$ cat src/rtl/i2c_pwm_led_pkg.sv
// Shared register map and control layout for the PWM LED register block.
package i2c_pwm_led_pkg;

    localparam logic [6:0] ADDR_ID           = 7'h00;
    localparam logic [6:0] ADDR_CTRL         = 7'h01;
    localparam logic [6:0] ADDR_STATUS       = 7'h02;
    localparam logic [6:0] ADDR_TARGET_BASE  = 7'h10;
    localparam logic [6:0] ADDR_CURRENT_BASE = 7'h20;

    typedef struct packed {
        logic fade_en;
        logic enable;
    } ctrl_t;

endpackage

$ cat src/rtl/pwm_channel.sv
// One PWM channel: target/current duty, fade stepping and period-aligned shadow duty.
module pwm_channel
    import i2c_pwm_led_pkg::*;
#(
    parameter int PWM_WIDTH = 8
) (
    input  logic                 clock,
    input  logic                 reset,
    input  logic [PWM_WIDTH-1:0] cnt,
    input  logic                 cnt_wrap,
    input  logic                 fade_en,
    input  logic                 fade_tick,
    input  logic                 target_write,
    input  logic [PWM_WIDTH-1:0] write_data,
    output logic [PWM_WIDTH-1:0] target,
    output logic [PWM_WIDTH-1:0] current,
    output logic                 fading,
    output logic                 pwm_raw
);

    localparam logic [PWM_WIDTH-1:0] STEP_ONE = PWM_WIDTH'(1);

    logic [PWM_WIDTH-1:0] target_r;
    logic [PWM_WIDTH-1:0] current_r;
    logic [PWM_WIDTH-1:0] shadow_r;
    logic [PWM_WIDTH-1:0] step_s;
    logic [PWM_WIDTH-1:0] duty_s;

    // Next fade value one step toward the (pre-write) target; never overshoots.
    always_comb begin
        step_s = current_r;
        if (current_r < target_r) begin
            step_s = current_r + STEP_ONE;
        end else if (current_r > target_r) begin
            step_s = current_r - STEP_ONE;
        end else begin
            step_s = current_r;
        end
    end

    // At cnt = 0 the freshly latched duty already applies to the whole new period.
    always_comb begin
        duty_s = shadow_r;
        if (cnt_wrap) begin
            duty_s = current_r;
        end else begin
            duty_s = shadow_r;
        end
    end

    // Duty state: target on write, current follows immediately or by fade ticks.
    always_ff @(posedge clock) begin
        if (reset) begin
            target_r  <= '0;
            current_r <= '0;
            shadow_r  <= '0;
        end else begin
            if (target_write) begin
                target_r <= write_data;
            end
            if (!fade_en) begin
                current_r <= target_write ? write_data : target_r;
            end else if (fade_tick) begin
                current_r <= step_s;
            end
            if (cnt_wrap) begin
                shadow_r <= current_r;
            end
        end
    end

    assign target  = target_r;
    assign current = current_r;
    assign fading  = (current_r != target_r);
    assign pwm_raw = (cnt < duty_s);

endmodule

$ cat src/rtl/i2c_pwm_led_regs.sv
// Register-mapped multi-channel PWM LED controller behind the i2c_slave register port.
module i2c_pwm_led_regs
    import i2c_pwm_led_pkg::*;
#(
    parameter int         NUM_CHANNELS = 3,
    parameter int         PWM_WIDTH    = 8,
    parameter int         FADE_DIV     = 65536,
    parameter int         ACTIVE_LOW   = 1,
    parameter logic [7:0] CHIP_ID      = 8'hA5
) (
    input  logic                    clock,
    input  logic                    reset,
    input  logic [6:0]              reg_address,
    input  logic                    reg_is_write,
    input  logic                    reg_request,
    input  logic [7:0]              reg_write_data,
    output logic                    reg_response,
    output logic [7:0]              reg_read_data,
    output logic [NUM_CHANNELS-1:0] led
);

    localparam int                    DIV_W    = (FADE_DIV > 2) ? $clog2(FADE_DIV) : 1;
    localparam logic [DIV_W-1:0]      DIV_LAST = DIV_W'(FADE_DIV - 1);
    localparam logic [PWM_WIDTH-1:0]  CNT_LAST = PWM_WIDTH'((1 << PWM_WIDTH) - 2);
    localparam logic [NUM_CHANNELS-1:0] LED_IDLE = {NUM_CHANNELS{(ACTIVE_LOW != 0)}};

    ctrl_t                   ctrl_r;
    logic [PWM_WIDTH-1:0]    cnt_r;
    logic [DIV_W-1:0]        div_r;
    logic                    resp_r;
    logic [7:0]              rdata_r;
    logic [NUM_CHANNELS-1:0] led_r;

    logic                    cnt_wrap_s;
    logic                    fade_tick_s;
    logic [3:0]              chan_idx_s;
    logic                    chan_ok_s;
    logic                    target_page_s;
    logic                    current_page_s;
    logic                    hit_s;
    logic                    ctrl_write_s;
    logic [7:0]              rdata_s;
    logic [PWM_WIDTH-1:0]    sel_target_s;
    logic [PWM_WIDTH-1:0]    sel_current_s;
    logic [NUM_CHANNELS-1:0] target_write_s;
    logic [NUM_CHANNELS-1:0] fading_s;
    logic [NUM_CHANNELS-1:0] raw_s;
    logic [PWM_WIDTH-1:0]    target_s  [NUM_CHANNELS];
    logic [PWM_WIDTH-1:0]    current_s [NUM_CHANNELS];

    assign cnt_wrap_s     = (cnt_r == '0);
    assign fade_tick_s    = ctrl_r.fade_en && (div_r == DIV_LAST);
    assign chan_idx_s     = reg_address[3:0];
    assign chan_ok_s      = (int'(chan_idx_s) < NUM_CHANNELS);
    assign target_page_s  = (reg_address[6:4] == ADDR_TARGET_BASE[6:4]);
    assign current_page_s = (reg_address[6:4] == ADDR_CURRENT_BASE[6:4]);
    assign ctrl_write_s   = reg_request && reg_is_write && (reg_address == ADDR_CTRL);

    // Channel select muxes and per-channel target write strobes.
    always_comb begin
        sel_target_s   = '0;
        sel_current_s  = '0;
        target_write_s = '0;
        for (int i = 0; i < NUM_CHANNELS; i++) begin
            sel_target_s      = (chan_idx_s == 4'(i)) ? target_s[i]  : sel_target_s;
            sel_current_s     = (chan_idx_s == 4'(i)) ? current_s[i] : sel_current_s;
            target_write_s[i] = reg_request && reg_is_write && target_page_s
                                && chan_ok_s && (chan_idx_s == 4'(i));
        end
    end

    // Address decode: read-only registers and absent channels do not answer writes.
    always_comb begin
        hit_s   = 1'b0;
        rdata_s = 8'h00;
        if (reg_address == ADDR_ID) begin
            hit_s   = !reg_is_write;
            rdata_s = CHIP_ID;
        end else if (reg_address == ADDR_CTRL) begin
            hit_s   = 1'b1;
            rdata_s = {6'b000000, ctrl_r};
        end else if (reg_address == ADDR_STATUS) begin
            hit_s   = !reg_is_write;
            rdata_s = 8'(fading_s);
        end else if (target_page_s && chan_ok_s) begin
            hit_s   = 1'b1;
            rdata_s = 8'(sel_target_s);
        end else if (current_page_s && chan_ok_s) begin
            hit_s   = !reg_is_write;
            rdata_s = 8'(sel_current_s);
        end else begin
            hit_s   = 1'b0;
            rdata_s = 8'h00;
        end
    end

    // Free-running PWM counter and fade divider (held at zero while fading is off).
    always_ff @(posedge clock) begin
        if (reset) begin
            cnt_r <= '0;
            div_r <= '0;
        end else begin
            cnt_r <= (cnt_r == CNT_LAST) ? '0 : cnt_r + PWM_WIDTH'(1);
            if (!ctrl_r.fade_en || fade_tick_s) begin
                div_r <= '0;
            end else begin
                div_r <= div_r + DIV_W'(1);
            end
        end
    end

    // Control register, response pipeline and registered LED outputs.
    always_ff @(posedge clock) begin
        if (reset) begin
            ctrl_r  <= '0;
            resp_r  <= 1'b0;
            rdata_r <= 8'h00;
            led_r   <= LED_IDLE;
        end else begin
            resp_r <= reg_request && hit_s;
            if (reg_request && hit_s && !reg_is_write) begin
                rdata_r <= rdata_s;
            end
            if (ctrl_write_s) begin
                ctrl_r <= ctrl_t'(reg_write_data[1:0]);
            end
            led_r <= (raw_s & {NUM_CHANNELS{ctrl_r.enable}}) ^ LED_IDLE;
        end
    end

    for (genvar g = 0; g < NUM_CHANNELS; g++) begin : g_chan
        pwm_channel #(
            .PWM_WIDTH (PWM_WIDTH)
        ) u_chan (
            .clock        (clock),
            .reset        (reset),
            .cnt          (cnt_r),
            .cnt_wrap     (cnt_wrap_s),
            .fade_en      (ctrl_r.fade_en),
            .fade_tick    (fade_tick_s),
            .target_write (target_write_s[g]),
            .write_data   (reg_write_data[PWM_WIDTH-1:0]),
            .target       (target_s[g]),
            .current      (current_s[g]),
            .fading       (fading_s[g]),
            .pwm_raw      (raw_s[g])
        );
    end

    assign reg_response  = resp_r;
    assign reg_read_data = rdata_r;
    assign led           = led_r;

endmodule

$ cat config.mk
export PLATFORM = sky130hd
export DESIGN_NAME = i2c_pwm_led_regs
export DESIGN_NICKNAME = d
export VERILOG_FILES = /design/src/rtl/i2c_pwm_led_pkg.sv /design/src/rtl/pwm_channel.sv /design/src/rtl/i2c_pwm_led_regs.sv
export SDC_FILE = /design/constraint.sdc
export NUM_CORES = 1
export LEC_CHECK = 0
export ABC_CLOCK_PERIOD_IN_PS = 3000
export CAP_MARGIN = 20
export CORE_MARGIN = 8
export CORE_UTILIZATION = 56
export DETAILED_ROUTE_END_ITERATION = 10
export PLACE_DENSITY = 0.89
export SLEW_MARGIN = 20
export SYNTH_ARGS = -nofsm -noshare
export SYNTH_HDL_FRONTEND = slang
export SYNTH_SLANG_ARGS = --single-unit
$ cat constraint.sdc
create_clock -name clock -period 3 [get_ports clock]
set_input_delay 0.75 -clock clock [delete_from_list [all_inputs] [get_ports clock]]
set_output_delay 0.75 -clock clock [all_outputs]
set_load 0.02 [all_outputs]
# Word-level counts from Yosys, hierarchy flattened
# Index checks and enable logic that the tools add are counted.
totals:
  regBits: 110
  word_cells: 108
  inputBits: 19
  out_inout_bits: 12
classes:
  magnitude_cmp: 10
  n_eq_ne: 15
  muxes: 34
  bitwise: 2
  add_sub_neg: 8
  reduce_logical: 23
op_table:
  columns: ["op", "n"]
  rows:
  - ["8-bit two-way mux", 29]
  - ["8-bit less-than comparator", 6]
  - ["8-bit by 1-bit adder with 8-bit output, second input constant", 4]
  - ["8-bit > comparator", 3]
  - ["8-bit != test", 3]
  - ["8-bit by 1-bit subtractor with 8-bit output, second input constant", 3]
  - ["16-bit by 1-bit adder with 16-bit output, second input constant", 1]
  - ["16-bit equality test, second input constant", 1]
  - ["1-bit logical AND", 12]
  - ["3-bit by 1-bit != test with 1-bit output, second input constant", 3]
  - ["8-bit equality test, second input constant", 1]
  - ["8-bit logical NOT", 1]
  - ["7-bit by 1-bit equality test with 1-bit output, second input constant", 1]
  - ["7-bit by 2-bit equality test with 1-bit output, second input constant", 1]
  - ["7-bit logical NOT", 1]
  - ["2-bit AND reduction", 3]
  - ["1-bit two-way mux", 5]
  - ["4-bit by 1-bit equality test with 1-bit output, second input constant", 1]
  - ["4-bit by 2-bit equality test with 1-bit output, second input constant", 1]
  - ["4-bit logical NOT", 1]
  - ["4-bit by 2-bit less-than comparator with 1-bit output, second input constant", 1]
  - ["2-bit OR reduction", 2]
  - ["3-bit bitwise AND", 1]
  - ["3-bit by 1-bit equality test with 1-bit output, second input constant", 1]
  - ["other kinds (5)", 6]

# Depth between registers and ports, before layout
# Gate-level depths: netlist of the first run.
depth:
  ltp_word: 9
  mapped_depth: 14

# By module
# From an unflattened synthesis of the first run, not the netlist that was laid out.
unflattened:
  cells_unflattened: 794
  hier_area_um2: 7168.1
by_module_without_submodules:
  columns: ["module", "instances", "seq_area_each_um2", "cells_each", "area_each_um2"]
  rows:
  - ["i2c_pwm_led_regs", 1, 760.7, 273, 2250.9]
  - ["pwm_channel at g_chan[0].u_chan", 1, 480.5, 176, 1670.4]
  - ["pwm_channel at g_chan[2].u_chan", 1, 480.5, 176, 1655.3]
  - ["pwm_channel at g_chan[1].u_chan", 1, 480.5, 169, 1591.5]

# Least setup slack after synthesis of the first run
# Ideal clock, no wire load.
synth_timing:
  kind: "reg2reg"
  from: "register g_chan[0].u_chan.target_r[3]"
  to: "register g_chan[0].u_chan.current_r[6]"
  path_slack_ns: -0.177
  path_buffers: 0
  setup_ns: 0.122
  arrival_time_ns: 3.055
  stages_incl_launch_ff: 13
  path_cell_list: "dfxtp_1 > inv_1 > ha_1 > and3_1 > a221oi_1 > o21ai_0 > ha_1 > a21o_1 > a21o_1 > a21o_1 > a21oi_1 > xnor2_1 > a311o_1"
synth_between:
  elab_chain_cells: 4
synth_rtl:
  columns: ["item", "line", "source"]
  rows:
  - ["start: declaration", "pwm_channel.sv:23", "logic [PWM_WIDTH-1:0] target_r;"]
  - ["start signal: assignment", "pwm_channel.sv:59", "target_r <= write_data;"]
  - ["8-bit less-than comparator", "pwm_channel.sv:32", "if (current_r < target_r) begin"]
  - ["8-bit two-way mux", "pwm_channel.sv:32", null]
  - ["8-bit two-way mux", "pwm_channel.sv:63", "end else if (fade_tick) begin"]
  - ["8-bit two-way mux", "pwm_channel.sv:61", "if (!fade_en) begin"]
  - ["end signal: assignment", "pwm_channel.sv:62", "current_r <= target_write ? write_data : target_r;"]
  - ["end signal: assignment", "pwm_channel.sv:64", "current_r <= step_s;"]
  - ["end: declaration", "pwm_channel.sv:24", "logic [PWM_WIDTH-1:0] current_r;"]
# Parallel ways exist; a longest one is shown, timed or not. The select of a mux whose other input is x is not followed.
# A chain may end at the register's enable or synchronous reset.

# Worst setup path after layout of the first run
layout_timing:
  from: "register g_chan[1].u_chan.target_r[1]"
  to: "register g_chan[1].u_chan.current_r[7]"
layout_between:
  elab_chain_cells: 4
layout_rtl:
  columns: ["item", "line"]
  rows:
  - ["start: declaration", "pwm_channel.sv:23"]
  - ["start signal: assignment", "pwm_channel.sv:59"]
  - ["8-bit less-than comparator", "pwm_channel.sv:32"]
  - ["8-bit two-way mux", "pwm_channel.sv:32"]
  - ["8-bit two-way mux", "pwm_channel.sv:63"]
  - ["8-bit two-way mux", "pwm_channel.sv:61"]
  - ["end signal: assignment", "pwm_channel.sv:62"]
  - ["end signal: assignment", "pwm_channel.sv:64"]
  - ["end: declaration", "pwm_channel.sv:24"]
# Parallel ways exist; a longest one is shown, timed or not. The select of a mux whose other input is x is not followed.

==> results.toml, run 1 <==
[routing]
wl_per_cell_um = 19.45
drt_first_pass_iters = 7
drtIter0Drc = 835
drt_wl_total_mm = 21.18
ant_nets = 0
vias = 6865
route.detailed.drc = 0
viasPerCell = 6.304

[timing]
fin_hold_ws_ns = 0.4478
fin_skew_ns = 0.009910
tightest_slew_ns = 0.7588
clock.fmax_mhz = 340.6
maxSlewHeadroom = 0.4907
setup_viol_count_final = 0
final-max-slew-violation-count = 0
fin_crit_ns = 2.936
hold_viol_final = 0
fin_crit_sh = 0.9787
worst_slack_ns = 0.06402

[synthesis]
seq_area_frac_synth = 0.3166
yosysWarningCount = 0
synth_edf_count = 0
synth-seq-cells = 110
ys_dominant_reg_cell = "dfxtp_1"
synth_area_sq_um = 6955
syn_avg_cell_area_sq_um = 8.482
synthesis.nets = 912
synthCells = 820
async_flop_share = 0
yosys.cell_types.count = 73

[global_routing]
grt_pass1_wl_mm = 33.39
antenna_found_initial = 0
grt_pass1_vias = 6574
grt_overflow_total = 0
grtUsageTotal = 0.2568
grt_max_degree = 43

[floorplan]
fp.dieH_um = 127.4
die_x_um = 127.4
die-area_sq_um = 16240
start_util = 0.5767
row_count = 40
core_sq_um = 12060
ioPinCount = 31

[power_and_ir_drop]
finalPower_mw = 2.991
vdd.ir_drop.worst_uv = 292.6
p_per_area_nw_per_um2 = 350.5
p_leak_nw = 3.609

[critical_path]
endpoint_kind = "flip-flop"
path_max_fanout = 5
start_kind = "flip-flop"
path_class = "flip-flop to flip-flop"
cp.required_ns = 3.30
arrival_ns = 3.24

[clock_tree]
cts.path.max_buffers = 2
clock_latency_ns = 0.37
htreeDepth = 3
cts_root_buf = "clkbuf_16"
cts_made_buffers = 9
cts_tree = "done"
numClockSinks = 110
path_clk_slew_ns = 0.08

[cells_and_area]
antenna_cells = 0
final_layout_size_suffix_gt1_frac = 0.1716
final_nets = 1008
stdcell_count = 1089
area_growth_pct = 22.67
design_area_sq_um = 8532
layout_commonest_cell = "nor2_1"
layout_common_cells = "114 x nor2_1, 107 x dfxtp_1, 91 x buf_4, 60 x ha_1, 56 x mux2i_1"

[outcome]
status = "complete, no violations"

[place]
place_area_sq_um = 7945
place_ws_ns = -0.1702
hpwl_mm = 14.98
placedCellCount = 1067
portBuffers = 30
routabilityCongestion = 0.9983

[run]
drv_cap = 0

[worst_hold_path]
hold_path_class = "flip-flop to flip-flop"
## critical path: stages (launching register included)
cell and delay [ns]:
dfxtp_2 0.34, inv_2 0.05, ha_4 0.21, nor2b_1 0.14, o211ai_1 0.22, nand2_1 0.13, a21boi_2 0.22, inv_2 0.14
ha_4 0.24, a21oi_4 0.12, o211ai_1 0.13, or3_1 0.39, a31oi_1 0.19, xnor3_1 0.24, o21ai_1 0.12
## area by class of cell
class	count	area, sq um
well taps	168	210.2
inverters	40	150.1
multi-input cells	634	4690
flip-flops and latches	110	2206
fillers	821	3530
clock buffers	9	225.2
repair buffers	121	978.4
clock inverters	7	72.57
## routing by layer
layer | global-route usage | share of wire | vias up
li1 | - | - | 3159
met1 | 0.3067 | 0.39 | 3175
met2 | 0.4094 | 0.46 | 411
met3 | 0.05782 | 0.092 | 120
met4 | 0.1659 | 0.054 | 0
met5 | 0 | 0 | -
## sequential cells by signal, indices dropped and copies added (netlist names)
| name | count |
|---|---|
| cnt_r | 8 |
| ctrl_r | 2 |
| div_r | 16 |
| g_chan.u_chan.current | 24 |
| g_chan.u_chan.shadow_r | 24 |
| g_chan.u_chan.target | 24 |
| led | 3 |
| reg_read_data | 8 |
| reg_response | 1 |
## what timing repair did
item                                    CTS  global route
hold buffers                              0             0
endpoints found under the setup margin    8            11
resized for setup                         7            43
pin swaps                                 1            23
setup buffers                             1             5
## cell families (layout without fill, tap and decap cells)
| family | Yosys count | in the layout | synth area share |
|---|---|---|---|
| simple gates | 272 | 272 | 0.1892 |
| compound gates | 196 | 196 | 0.1837 |
| flops | 110 | 110 | 0.3166 |
| buf+inv | 76 | 177 | 0.04371 |
| fa+ha+maj | 73 | 73 | 0.1346 |
| mux | 60 | 60 | 0.08868 |
| xor+xnor | 33 | 33 | 0.04353 |
## per-stage QoR
step / TNS (ns) / utilization
6_report: 0 / 0.7074
5_1_grt: -0.3647 / 0.7074
4_1_cts: 0 / 0.6862
3_5_place_dp: -0.4764 / 0.6587
3_3_place_gp: -0.1689 / 0.6587
2_1_floorplan: -0.03127 / -
## final timing paths
| kind | from | cells past startpoint | end | slack [ns] |
|---|---|---|---|---|
| setup / recovery | g_chan[1].u_chan.target[1] | 14 | g_chan[1].u_chan.current[7] | 0.06 |
| hold / removal | reg_read_data[5] | 2 | reg_read_data[5] | 0.45 |
| setup reg to reg | g_chan[1].u_chan.target[1] | 14 | g_chan[1].u_chan.current[7] | 0.06 |
| hold reg to reg | reg_read_data[5] | 2 | reg_read_data[5] | 0.45 |
## cells in the mapped netlist (all sizes together) (10+ instances only)
master	n	area, sq um
nor3	16	102.6
nor2	114	427.9
nand2	58	217.7
mux2i	56	560.5
a21oi	47	235.2
clkbuf	31	116.4
o21ai	47	235.2
dfxtp	110	2202
a211oi	18	140.1
nand3	15	75.07
xnor2	13	113.9
o21a	10	75.07
xor2	19	166.4
nand4	12	75.07
a21o	14	105.1
ha	70	875.8
inv	38	142.6
## power by group
group	switching (mW)	leakage, nW	total [mW]	internal [mW]
combinational	0.169	2.58	0.292	0.124
clock	0.582	0.142	1.23	0.650
sequential	0.00283	0.888	1.47	1.46
(Power assumes the default switching activity.)
==> run 2: changes to the inputs <==
Settings changed: CAP_MARGIN 20 to 25.
==> results of run 2 <==
Final layout, timing and power as in run 1 (identical DEF).
